**config.mk**
```make
export PLATFORM = sky130hd
export DESIGN_NAME = dickson_phase_gen_flat
export DESIGN_NICKNAME = d
export VERILOG_FILES = /design/src/rtl/dickson_phase_gen_if.sv /design/src/rtl/dickson_phase_gen.sv /design/src/flat_wrapper.sv
export SDC_FILE = /design/constraint.sdc
export NUM_CORES = 1
export LEC_CHECK = 0
export BUFFER_PORTS_ARGS = -buffer_cell sky130_fd_sc_hd__buf_2
export CAP_MARGIN = 20
export CORE_MARGIN = 3
export CORE_UTILIZATION = 35
export DETAILED_ROUTE_END_ITERATION = 16
export GPL_TIMING_DRIVEN = 1
export RECOVER_POWER = 50
export SYNTH_ARGS = -nofsm -noshare
export SYNTH_HDL_FRONTEND = slang
export SYNTH_SLANG_ARGS = --single-unit
```
**constraint.sdc**
```tcl
create_clock -name clk -period 2.3 [get_ports clk]
set_clock_uncertainty 0.1 [all_clocks]
set_input_delay 0.46 -clock clk [delete_from_list [all_inputs] [get_ports clk]]
set_output_delay 0.46 -clock clk [all_outputs]
set_load 0.005 [all_outputs]
```
**src/rtl/dickson_phase_gen_if.sv**
```systemverilog
// rtl/dickson_phase_gen_if.sv - config/feedback inputs and phase outputs of the pump clock generator
//
// Ports (signals carried by the interface):
//   en         run request
//   mode       0 = two-phase (phases 0,1), 1 = NUM_PHASES rotation
//   div        DRIVE length minus 1, in clk cycles
//   dead       DEAD length minus 1, in clk cycles
//   fb_above   asynchronous comparator output, 1 = pump output above target
//   phase_out  pump clock phases, at most one bit high
//   busy       high whenever the generator is not idle
//   regulating high while drive is withheld by feedback
// Modports: master drives config/feedback, slave is the generator.
interface dickson_phase_gen_if #(
   parameter int NUM_PHASES = 4,
   parameter int DIV_WIDTH  = 8,
   parameter int DEAD_WIDTH = 4
);
   logic                  en;
   logic                  mode;
   logic [DIV_WIDTH-1:0]  div;
   logic [DEAD_WIDTH-1:0] dead;
   logic                  fb_above;
   logic [NUM_PHASES-1:0] phase_out;
   logic                  busy;
   logic                  regulating;

   modport master (
      output en, mode, div, dead, fb_above,
      input  phase_out, busy, regulating
   );

   modport slave (
      input  en, mode, div, dead, fb_above,
      output phase_out, busy, regulating
   );
endinterface

```
**src/rtl/dickson_phase_gen.sv**
```systemverilog
// rtl/dickson_phase_gen.sv - non-overlapping N-phase pump clock generator with pulse-skip regulation
//
// Ports:
//   clk  system clock
//   rst  asynchronous active-high reset
//   bus  dickson_phase_gen_if.slave: en, mode, div, dead, fb_above in;
//        phase_out, busy, regulating out (all outputs registered)
module dickson_phase_gen #(
   parameter int NUM_PHASES = 4,
   parameter int DIV_WIDTH  = 8,
   parameter int DEAD_WIDTH = 4
) (
   input  logic                   clk,
   input  logic                   rst,
   dickson_phase_gen_if.slave     bus
);
   localparam int IDX_W = (NUM_PHASES > 2) ? $clog2(NUM_PHASES) : 1;

   typedef enum logic [1:0] {
      S_IDLE,
      S_DEAD,
      S_HOLD,
      S_DRIVE
   } state_t;

   state_t                r_state;
   state_t                w_state_nxt;
   logic [IDX_W-1:0]      r_idx;
   logic [IDX_W-1:0]      w_idx_nxt;
   logic [IDX_W-1:0]      w_idx_inc;
   logic [IDX_W-1:0]      w_last_idx;
   logic                  r_mode_q;
   logic                  w_mode_nxt;
   logic [DIV_WIDTH-1:0]  r_div_cnt;
   logic [DIV_WIDTH-1:0]  w_div_cnt_nxt;
   logic [DEAD_WIDTH-1:0] r_dead_cnt;
   logic [DEAD_WIDTH-1:0] w_dead_cnt_nxt;
   logic                  r_fb_meta;
   logic                  r_fb_s;
   logic [NUM_PHASES-1:0] r_phase_out;
   logic [NUM_PHASES-1:0] w_phase_nxt;
   logic [NUM_PHASES-1:0] w_phase_one;
   logic                  r_busy;
   logic                  r_regulating;

   assign bus.phase_out  = r_phase_out;
   assign bus.busy       = r_busy;
   assign bus.regulating = r_regulating;

   assign w_phase_one = {{(NUM_PHASES-1){1'b0}}, 1'b1};

   always_ff @(posedge clk or posedge rst) begin
      if (rst) begin
         r_state      <= S_IDLE;
         r_idx        <= '0;
         r_mode_q     <= 1'b0;
         r_div_cnt    <= '0;
         r_dead_cnt   <= '0;
         r_fb_meta    <= 1'b0;
         r_fb_s       <= 1'b0;
         r_phase_out  <= '0;
         r_busy       <= 1'b0;
         r_regulating <= 1'b0;
      end else begin
         r_state      <= w_state_nxt;
         r_idx        <= w_idx_nxt;
         r_mode_q     <= w_mode_nxt;
         r_div_cnt    <= w_div_cnt_nxt;
         r_dead_cnt   <= w_dead_cnt_nxt;
         r_fb_meta    <= bus.fb_above;
         r_fb_s       <= r_fb_meta;
         r_phase_out  <= w_phase_nxt;
         r_busy       <= (w_state_nxt != S_IDLE);
         r_regulating <= (w_state_nxt == S_HOLD);
      end
   end

   always_comb begin
      w_state_nxt    = r_state;
      w_idx_nxt      = r_idx;
      w_mode_nxt     = r_mode_q;
      w_div_cnt_nxt  = r_div_cnt;
      w_dead_cnt_nxt = r_dead_cnt;

      // Rotation wraps after phase 1 in two-phase mode, else after the last phase
      w_last_idx = r_mode_q ? IDX_W'(NUM_PHASES - 1) : IDX_W'(1);
      w_idx_inc  = (r_idx == w_last_idx) ? '0 : r_idx + IDX_W'(1);

      case (r_state)
         S_IDLE: begin
            w_idx_nxt = '0;
            if (bus.en) begin
               w_mode_nxt     = bus.mode;
               w_dead_cnt_nxt = bus.dead;
               w_state_nxt    = S_DEAD;
            end
         end
         S_DEAD: begin
            if (r_dead_cnt != '0) begin
               w_dead_cnt_nxt = r_dead_cnt - DEAD_WIDTH'(1);
            end else if (!bus.en) begin
               w_state_nxt = S_IDLE;
               w_idx_nxt   = '0;
            end else if (r_fb_s) begin
               w_state_nxt = S_HOLD;
            end else begin
               w_div_cnt_nxt = bus.div;
               w_state_nxt   = S_DRIVE;
            end
         end
         S_HOLD: begin
            if (!bus.en) begin
               w_state_nxt = S_IDLE;
               w_idx_nxt   = '0;
            end else if (!r_fb_s) begin
               w_div_cnt_nxt = bus.div;
               w_state_nxt   = S_DRIVE;
            end
         end
         S_DRIVE: begin
            // Dropping en cuts the pulse short but still pays a full dead time
            if ((r_div_cnt == '0) || !bus.en) begin
               w_dead_cnt_nxt = bus.dead;
               w_idx_nxt      = w_idx_inc;
               w_state_nxt    = S_DEAD;
            end else begin
               w_div_cnt_nxt = r_div_cnt - DIV_WIDTH'(1);
            end
         end
         default: begin
            w_state_nxt = S_IDLE;
            w_idx_nxt   = '0;
         end
      endcase

      // Outputs are registered from the next state so they line up with it
      w_phase_nxt = (w_state_nxt == S_DRIVE) ? (w_phase_one << w_idx_nxt) : '0;
   end
endmodule

```
**src/flat_wrapper.sv**
```systemverilog
// flat-port wrapper written by rule: the top's interface ports become plain ports
module dickson_phase_gen_flat 
#(
   parameter int NUM_PHASES = 4,
   parameter int DIV_WIDTH  = 8,
   parameter int DEAD_WIDTH = 4
)
  (clk, rst, bus_en, bus_mode, bus_div, bus_dead, bus_fb_above, bus_phase_out, bus_busy, bus_regulating);
  dickson_phase_gen_if #(.NUM_PHASES(NUM_PHASES), .DIV_WIDTH(DIV_WIDTH), .DEAD_WIDTH(DEAD_WIDTH)) bus_i ();
  input  logic clk;
  input  logic rst;
  input wire logic [$bits(bus_i.en)-1:0] bus_en;
  input wire logic [$bits(bus_i.mode)-1:0] bus_mode;
  input wire logic [$bits(bus_i.div)-1:0] bus_div;
  input wire logic [$bits(bus_i.dead)-1:0] bus_dead;
  input wire logic [$bits(bus_i.fb_above)-1:0] bus_fb_above;
  output wire logic [$bits(bus_i.phase_out)-1:0] bus_phase_out;
  output wire logic [$bits(bus_i.busy)-1:0] bus_busy;
  output wire logic [$bits(bus_i.regulating)-1:0] bus_regulating;
  assign bus_i.en = bus_en;
  assign bus_i.mode = bus_mode;
  assign bus_i.div = bus_div;
  assign bus_i.dead = bus_dead;
  assign bus_i.fb_above = bus_fb_above;
  assign bus_phase_out = bus_i.phase_out;
  assign bus_busy = bus_i.busy;
  assign bus_regulating = bus_i.regulating;
  dickson_phase_gen #(.NUM_PHASES(NUM_PHASES), .DIV_WIDTH(DIV_WIDTH), .DEAD_WIDTH(DEAD_WIDTH)) u_core (.clk(clk), .rst(rst), .bus(bus_i));
endmodule
```
# ---- Word level (Yosys, flattened, before mapping)
# Cells that the tools add are included.
dict set report classes {
  n_eq_ne 11
  reduce_logical 11
  n_mux 24
  shift 1
  n_addsub 3
}
# operator n
set op_table {}
lappend op_table {{$mux 8} 4}
lappend op_table {{$pmux 8 s3} 1}
lappend op_table {{$mux 2} 11}
lappend op_table {{$mux 4} 4}
lappend op_table {{$pmux 2 s4} 2}
lappend op_table {{$pmux 4 s3} 1}
lappend op_table {{$eq 2x2->1 const B} 4}
lappend op_table {{$logic_not 8->1} 1}
lappend op_table {{$sub 8x1->8 const B} 1}
lappend op_table {{$ne 2x2->1 const B} 3}
lappend op_table {{$reduce_bool 3->1} 2}
lappend op_table {{$ne 2x1->1 const B} 2}
lappend op_table {{$reduce_and 4->1} 1}
lappend op_table {{$reduce_bool 4->1} 1}
lappend op_table {{$shl 1x2->4 const A} 1}
lappend op_table {{$sub 4x1->4 const B} 1}
lappend op_table {{$reduce_and 3->1} 1}
lappend op_table {{$add 2x1->2 const B} 1}
lappend op_table {{$eq 2x1->1 const B} 1}
lappend op_table {{$eq 2x2->1} 1}
lappend op_table {{$logic_not 2->1} 1}
lappend op_table {{$reduce_and 2->1} 1}
lappend op_table {{$reduce_bool 2->1} 1}
lappend op_table {{$logic_not 1->1} 1}
lappend op_table {{other kinds (2)} 2}
dict set report word_totals {
  register_bits 25
  output_inout_bits 6
  elab_cells 60
  input_bits 17
}

# ---- Depth between registers and ports, before layout
# Gate-level depths: netlist (run 1).
dict set report logic_depth {
  word_depth 7
  depth_mapped 9
  mapped_depth_nobuf 7
}

# ---- Worst setup path after synthesis (run 1)
# No wires, ideal clock.
dict set report synth_timing {
  path_kind {register -> register}
  startpoint {reg u_core.r_div_cnt[0]}
  endpoint {reg u_core.r_div_cnt[7]}
  period_less_slack_ns 2.173
  slack_ns 0.127
  path_buffers 2
  setup_time_ns 0.121
  arrival_ns 1.952
  stages_incl_launch_ff 10
  path_cell_list {dfrtp_1 > inv_1 > ha_1 > or3b_1 > buf_2 > o31ai_4 > o32a_2 > buf_6 > o21ba_1 > o22a_1}
}
dict set report synth_between {
  elab_chain_cells 4
  word_cells_on_any_way 7
  cone_classes {add/sub: 1; eq/ne: 1; mux: 2; reduce/logical: 3}
}
# element line_no
set synth_rtl {}
lappend synth_rtl {{from (decl)} dickson_phase_gen.sv:34} ;# logic [DIV_WIDTH-1:0] r_div_cnt;
lappend synth_rtl {{from (signal assigned)} dickson_phase_gen.sv:68} ;# r_div_cnt <= w_div_cnt_nxt;
lappend synth_rtl {{branches (longest 4 deep; another with $sub 8x1->8)} --}
# Several ways; the timed one is not identified. The select of a mux whose other input is x is not followed.
# A chain may end at the register's enable or synchronous reset.

# ---- Worst setup path after layout (run 1)
dict set report layout_timing {
  startpoint {reg u_core.r_div_cnt[0]}
  endpoint {reg u_core.r_div_cnt[0]}
}
dict set report layout_between {
  elab_chain_cells 4
  word_cells_on_any_way 10
  cone_classes {add/sub: 1; eq/ne: 1; mux: 5; reduce/logical: 3}
}
# element
set layout_rtl {}
lappend layout_rtl {{branches (longest 4 deep; another with $sub 8x1->8)}}
# Several ways; the timed one is not identified. The select of a mux whose other input is x is not followed.

==> results.yml, run 1 <==
status:
  status: "complete, no violations"
layout:
  stdcell_area_mm2: 0.00163
  regArea_um2: 626
  fillCellCount: 379
  multi_input_area_um2: 669
  area_growth_syn_to_layout_pct: 18.3
  drive_gt1_share_pct: 23.2
  final_util_pct: 43.8
  diodes: 0
  num-nets-final: 202
sta:
  slew_headroom_pct: 10.9
  fin_crit_ns: 2.17
  layout_setup_ws_ns: 0.126
  worstMarginPinSlew_ns: 1.34
  setup-violations-final: 0
  hold_slack_ns: 0.194
  rsz0062_at_grt: "yes"
  finalHoldViolations: 0
  fin_crit_sh_pct: 94.5
  fmax_mhz: 460
  slew_violations: 0
grt:
  grt.total_usage_pct: 14.1
  grt_pass1_vias: 1142
  grt_pass1_wl_um: 5040
  grt_overflow: 0
  antenna_found_initial: 0
  grt_max_degree: 26
placed_design:
  io_buffers: 22
  dp_slack_ns: 0.0980
  dpl.hpwl_um: 2240
  dpl_cell_area_mm2: 0.00157
  routabilityCongestion: 0.832
power:
  ir_drop_uv: 440
  p_leak_nw: 0.740
  p_per_area_mw_per_mm2: 1110
route:
  wl_per_cell_um: 12.9
  wl_um: 2960
  avgViaCountPerCell: 5.28
  ant_nets: 0
  drt_iter0_drc: 45
  dr.pass1.iters: 5
  via_count: 1210
  drc: 0
synthesis:
  synth_most_common_cell: "dfrtp_1"
  async_flop_share_pct: 100
  synth_top_area_share_pct: 45.5
  synth.area.top_cells: "dfrtp_1, nor2_1, a21oi_1"
  synthTopCellsByCount: "dfrtp_1, nor2_1, nand2_1, a21oi_1, inv_1"
  syn_inst: 153
  yosysSeqAreaShare_pct: 45.5
  syn-cell-area_mm2: 0.00138
  synth.avg_cell_area_um2: 8.99
  ys_types: 39
  syn_nets: 173
  ys_ff_latch: 25
  yosysTopAreaCell: "dfrtp_1"
  ys.flop_type: "dfrtp_1"
  synth_enable_flop_cells: 0
  yosys_warnings: 0
clock_network:
  clk_pin_slew_ns: 0.09
  clk_latency_ns: 0.26
  cts_root_buf: "clkbuf_8"
  cts_buffers: 3
  cts_sinks: 25
  cts_tree: "built"
  htreeDepth: 1
  cts_hold_buffers: 0
  ctsResizeCount: 0
  post-cts-setup-buffers: 0
  cts_buffer_depth: 2
critical_path:
  crit_arrival_ns: 2.24
  cp_max_fo: 9
  crit_type: "reg2reg"
  start_kind: "flop"
  end_kind: "flop"
  cp.required_ns: 2.36
floorplan:
  io_pins: 23
  die_w_um: 68.7
  core-area_mm2: 0.00372
  dieHeight_um: 68.7
  rows: 22
  die_area_mm2: 0.00472
  start_util_pct: 37.0
job:
  max_cap_viol_count: 0
min_path:
  hp-class: "in2reg"
-- final cells by class --
type	instances	share of cell area (%)
Timing Repair Buffer	33	11.6
Sequential cell	25	38.5
Inverter	9	2.08
Tap cell	48	3.69
Clock inverter	1	0.462
Clock buffer	3	2.54
Multi-Input combinational cell	110	41.2
-- cell families (layout without fill, tap and decap cells) --
kind of cell / count (synthesis) / after routing / synth area share [%]
xor+xnor: 1 / 1 / 0.637
compound gates: 47 / 47 / 22.7
mux: 2 / 2 / 1.55
buf+inv: 18 / 46 / 6.37
flops: 25 / 25 / 45.5
simple gates: 57 / 57 / 20.5
fa+ha+maj: 3 / 3 / 2.73
-- routing by layer --
metal / global-route usage (%) / up-vias / routed length [um]
met5: 0 / - / 0
met4: 5.46 / 0 / 27
met3: 2.92 / 2 / 173
met2: 23.8 / 40 / 1460
met1: 17.6 / 573 / 1300
li1: - / 595 / -
-- power by group --
| group | internal [W] | total (W) | switching [W] |
|---|---|---|---|
| combinational | 0.000363 | 0.000812 | 0.000448 |
| clock | 0.000123 | 0.000261 | 0.000138 |
| sequential | 0.000589 | 0.000726 | 0.000137 |
| total | 0.00108 | 0.00180 | 0.000724 |
-- per-stage QoR --
stage	cells	setup TNS, ns	total power [W]
2_1_floorplan	153	0	0.00132
3_3_place_gp	225	0	0.00150
3_5_place_dp	225	0	0.00154
4_1_cts	229	0	0.00181
5_1_grt	229	-0.114	0.00196
6_report	229	0	0.00180
-- layout by cell type, fill, tap and decap left out, types with 2 or more instances in the layout --
cell type   n
nor3_1      7
nor2_1     17
dfrtp_1    25
nor2b_1     3
o21ai_1     3
or3_1       3
a21oi_1    12
nand2_1    16
o22a_1      2
a31oi_1     5
buf_2      22
nand2b_1    2
clkbuf_8    3
buf_4      10
o211ai_1    2
a211oi_1    3
o22ai_1     3
o21ai_0     8
o21a_1      2
ha_1        3
inv_1       9
-- state kept, by name, summed over array words and instances (netlist names) --
signal	count
u_core.bus.phase_out	4
u_core.r_dead_cnt	4
u_core.r_mode_q	1
u_core.r_state	2
u_core.r_div_cnt	8
u_core.bus.busy	1
u_core.r_fb_meta	1
u_core.bus.regulating	1
u_core.r_fb_s	1
u_core.r_idx	2
-- final timing paths --
kind | start | slack (ns) | to | cells after the start
setup reg to reg | u_core.r_div_cnt[0] | 0.13 | u_core.r_div_cnt[0] | 8
min in group asynchronous | rst | 0.52 | u_core.r_div_cnt[6] | 3
hold reg to reg | u_core.r_fb_meta | 0.26 | u_core.r_fb_s | 0
max in group asynchronous | rst | 0.80 | u_core.r_div_cnt[1] | 3
hold / removal | bus_fb_above | 0.19 | u_core.r_fb_meta | 1
setup / recovery | u_core.r_div_cnt[0] | 0.13 | u_core.r_div_cnt[0] | 8
-- critical path: stages, from the launching register on --
cell     delay (ns)
dfrtp_1        0.41
inv_1          0.08
ha_1           0.18
or3b_4         0.42
o31ai_4        0.24
o32a_2         0.28
buf_4          0.17
or3_1          0.12
o21ai_1        0.06
(Power assumes the default switching activity.)
==> run 2, diff against run 1 <==
==> constraint.sdc (replaced) <==
create_clock -name clk -period 1.99 [get_ports clk]
set_clock_uncertainty 0.1 [all_clocks]
set_input_delay 0.199 -clock clk [delete_from_list [all_inputs] [get_ports clk]]
set_output_delay 0.199 -clock clk [all_outputs]
set_load 0.005 [all_outputs]
==> run 2 against run 1 <==
Net effect:
- the flow now finishes with violations (setup timing)
- routed wire length increased by 16%
- core utilization increased by 7.9 points
- clock-buffer cell count unchanged
- die area unchanged
- cell area increased by 18%
- highest routed layer unchanged
==> results.yml, run 2 (synthesized netlist as in run 1, its figures left out) <==
route:
  drc: 0
  drt_iter0_drc: 54
  ant_nets: 0
  dr.pass1.iters: 4
  wl_um: 3450
  avgViaCountPerCell: 5.16
  via_count: 1301
  wl_per_cell_um: 13.7
grt:
  met1_usage_pct: 19.1
  grt_pass1_wl_um: 5730
  grt_max_degree: 26
  use_met3_pct: 1.78
  grt_pass1_vias: 1306
  grt-busiest-layer: "met2"
  grt.total_usage_pct: 16.0
  antenna_found_initial: 0
  use_met2_pct: 29.3
  grt_overflow: 0
sta:
  hold_slack_ns: 0.0659
  fin_crit_ns: 2.03
  fmax_mhz: 494
  finalHoldViolations: 0
  layout_setup_ws_ns: -0.0358
  slew_headroom_pct: 57.0
  fin_crit_sh_pct: 102
  setup-violations-final: 3
  worstMarginPinSlew_ns: 0.645
  rsz0062_at_grt: "yes"
  slew_violations: 0
layout:
  area_growth_syn_to_layout_pct: 39.8
  regArea_um2: 626
  diodes: 0
  multi_input_area_um2: 788
  largest-register: "u_core.r_div_cnt"
  drive_gt1_share_pct: 38.7
  final_common_cell: "buf_4"
  largest_register_ffs: 8
  layout_common_cells: "buf_4, dfrtp_1, buf_2, nand2_1, nor2_1"
  fillCellCount: 364
  num-nets-final: 225
power:
  finalPower_w: 0.00251
  p_leak_nw: 0.865
  p_per_area_mw_per_mm2: 1310
  ir_drop_uv: 558
job:
  max_cap_viol_count: 0
clock_network:
  cts_buffers: 3
  htreeDepth: 1
  clk_pin_slew_ns: 0.09
  cts_tree: "built"
  clk_latency_ns: 0.27
  cts_sinks: 25
  cts_buffer_depth: 2
  cts_root_buf: "clkbuf_8"
critical_path:
  cp_cell_sequence: "inv_2, ha_4, or3b_4, o31ai_4, o32a_4, o21ba_4, o22a_1"
  cp.required_ns: 2.05
  cp_max_fo: 5
  crit_arrival_ns: 2.09
  rr_startpoint: "u_core.r_div_cnt[1]"
  startpoint: "u_core.r_div_cnt[1]"
  crit_type: "reg2reg"
  max_stage_delay_ns: 0.41
  end_kind: "flop"
  start_kind: "flop"
  crit_path_top_delay_cell: "or3b_4"
floorplan:
  core-area_mm2: 0.00372
  io_pins: 23
  rows: 22
  start_util_pct: 37.0
  die_area_mm2: 0.00472
  dieHeight_um: 68.7
  die_w_um: 68.7
placed_design:
  dpl.hpwl_um: 2400
  io_buffers: 22
  routabilityCongestion: 0.825
min_path:
  hp-start: "bus_mode"
  hp-class: "in2reg"
status:
  violations: "setup timing"
  status: "complete, but fails checks"
run 2: changes by cell type in the layout (fill, tap and decap cells not counted), moves of 2 or more:
cell	before	now
a21oi_1	12	9
a21oi_2	0	3
buf_4	10	28
buf_6	0	2
dlygate4sd3_1	0	2
inv_1	9	7
inv_2	0	2
run 2: power by group:
group	switching, W	internal (W)	leakage (nW)
Clock	0.000164	0.000140	0.0255
Sequential	0.000136	0.000681	0.307
Combinational	0.000688	0.000701	0.533
Total	0.000987	0.00152	0.865
run 2: cell type report:
class	count	area share, %
sequential	25	32.6
clock buffer	3	2.15
tap	48	3.13
timing repair buffer	55	19.1
inverter	9	1.76
clock inverter	1	0.260
multi-input combinational	111	41.0
run 2: what timing repair did:
| item | 4_1_cts | 5_1_grt |
|---|---|---|
| pin swaps | 6 | 3 |
| setup buffers | 2 | 2 |
| setup endpoints to repair | 17 | 17 |
| resized for setup | 14 | 5 |
| hold endpoints to repair | 26 | 0 |
| cloned | 1 | 0 |
| hold buffers | 2 | 0 |
run 2: layer usage:
layer | wire length [um] | vias up
li1 | - | 651
met1 | 1540 | 630
met2 | 1770 | 18
met3 | 113 | 2
met4 | 17 | 0
met5 | 0 | -
run 2: metrics by stage:
step / instance area [um^2] / utilization (%) / std cells / setup TNS, ns / worst slack [ns]
final: 1920 / 51.7 / 252 / -0.0746 / -0.0358
after global routing: 1920 / 51.7 / 252 / -1.02 / -0.131
after CTS: 1880 / 50.6 / 250 / -0.523 / -0.0935
after detailed placement: 1720 / 46.2 / 241 / -1.34 / -0.141
after global placement: 1720 / 46.2 / 241 / -0.261 / -0.0489
after floorplan: 1400 / - / 153 / -0.275 / -0.109
run 2: final timing paths:
check / end / slack, ns / cells past startpoint
min in group asynchronous: u_core.r_div_cnt[6] / 0.53 / 4
setup reg to reg: u_core.r_div_cnt[7] / -0.04 / 7
setup / recovery: u_core.r_div_cnt[7] / -0.04 / 7
max in group asynchronous: u_core.bus.phase_out[2] / 0.84 / 4
hold reg to reg: u_core.r_fb_s / 0.26 / 0
hold / removal: u_core.r_mode_q / 0.07 / 2
run 2: critical path, delay by kind of cell, from the launching register on:
family	cells	cell delay, ns
compound gates	4	0.81
fa+ha+maj	1	0.13
buf+inv	1	0.08
flops	1	0.40
simple gates	1	0.41
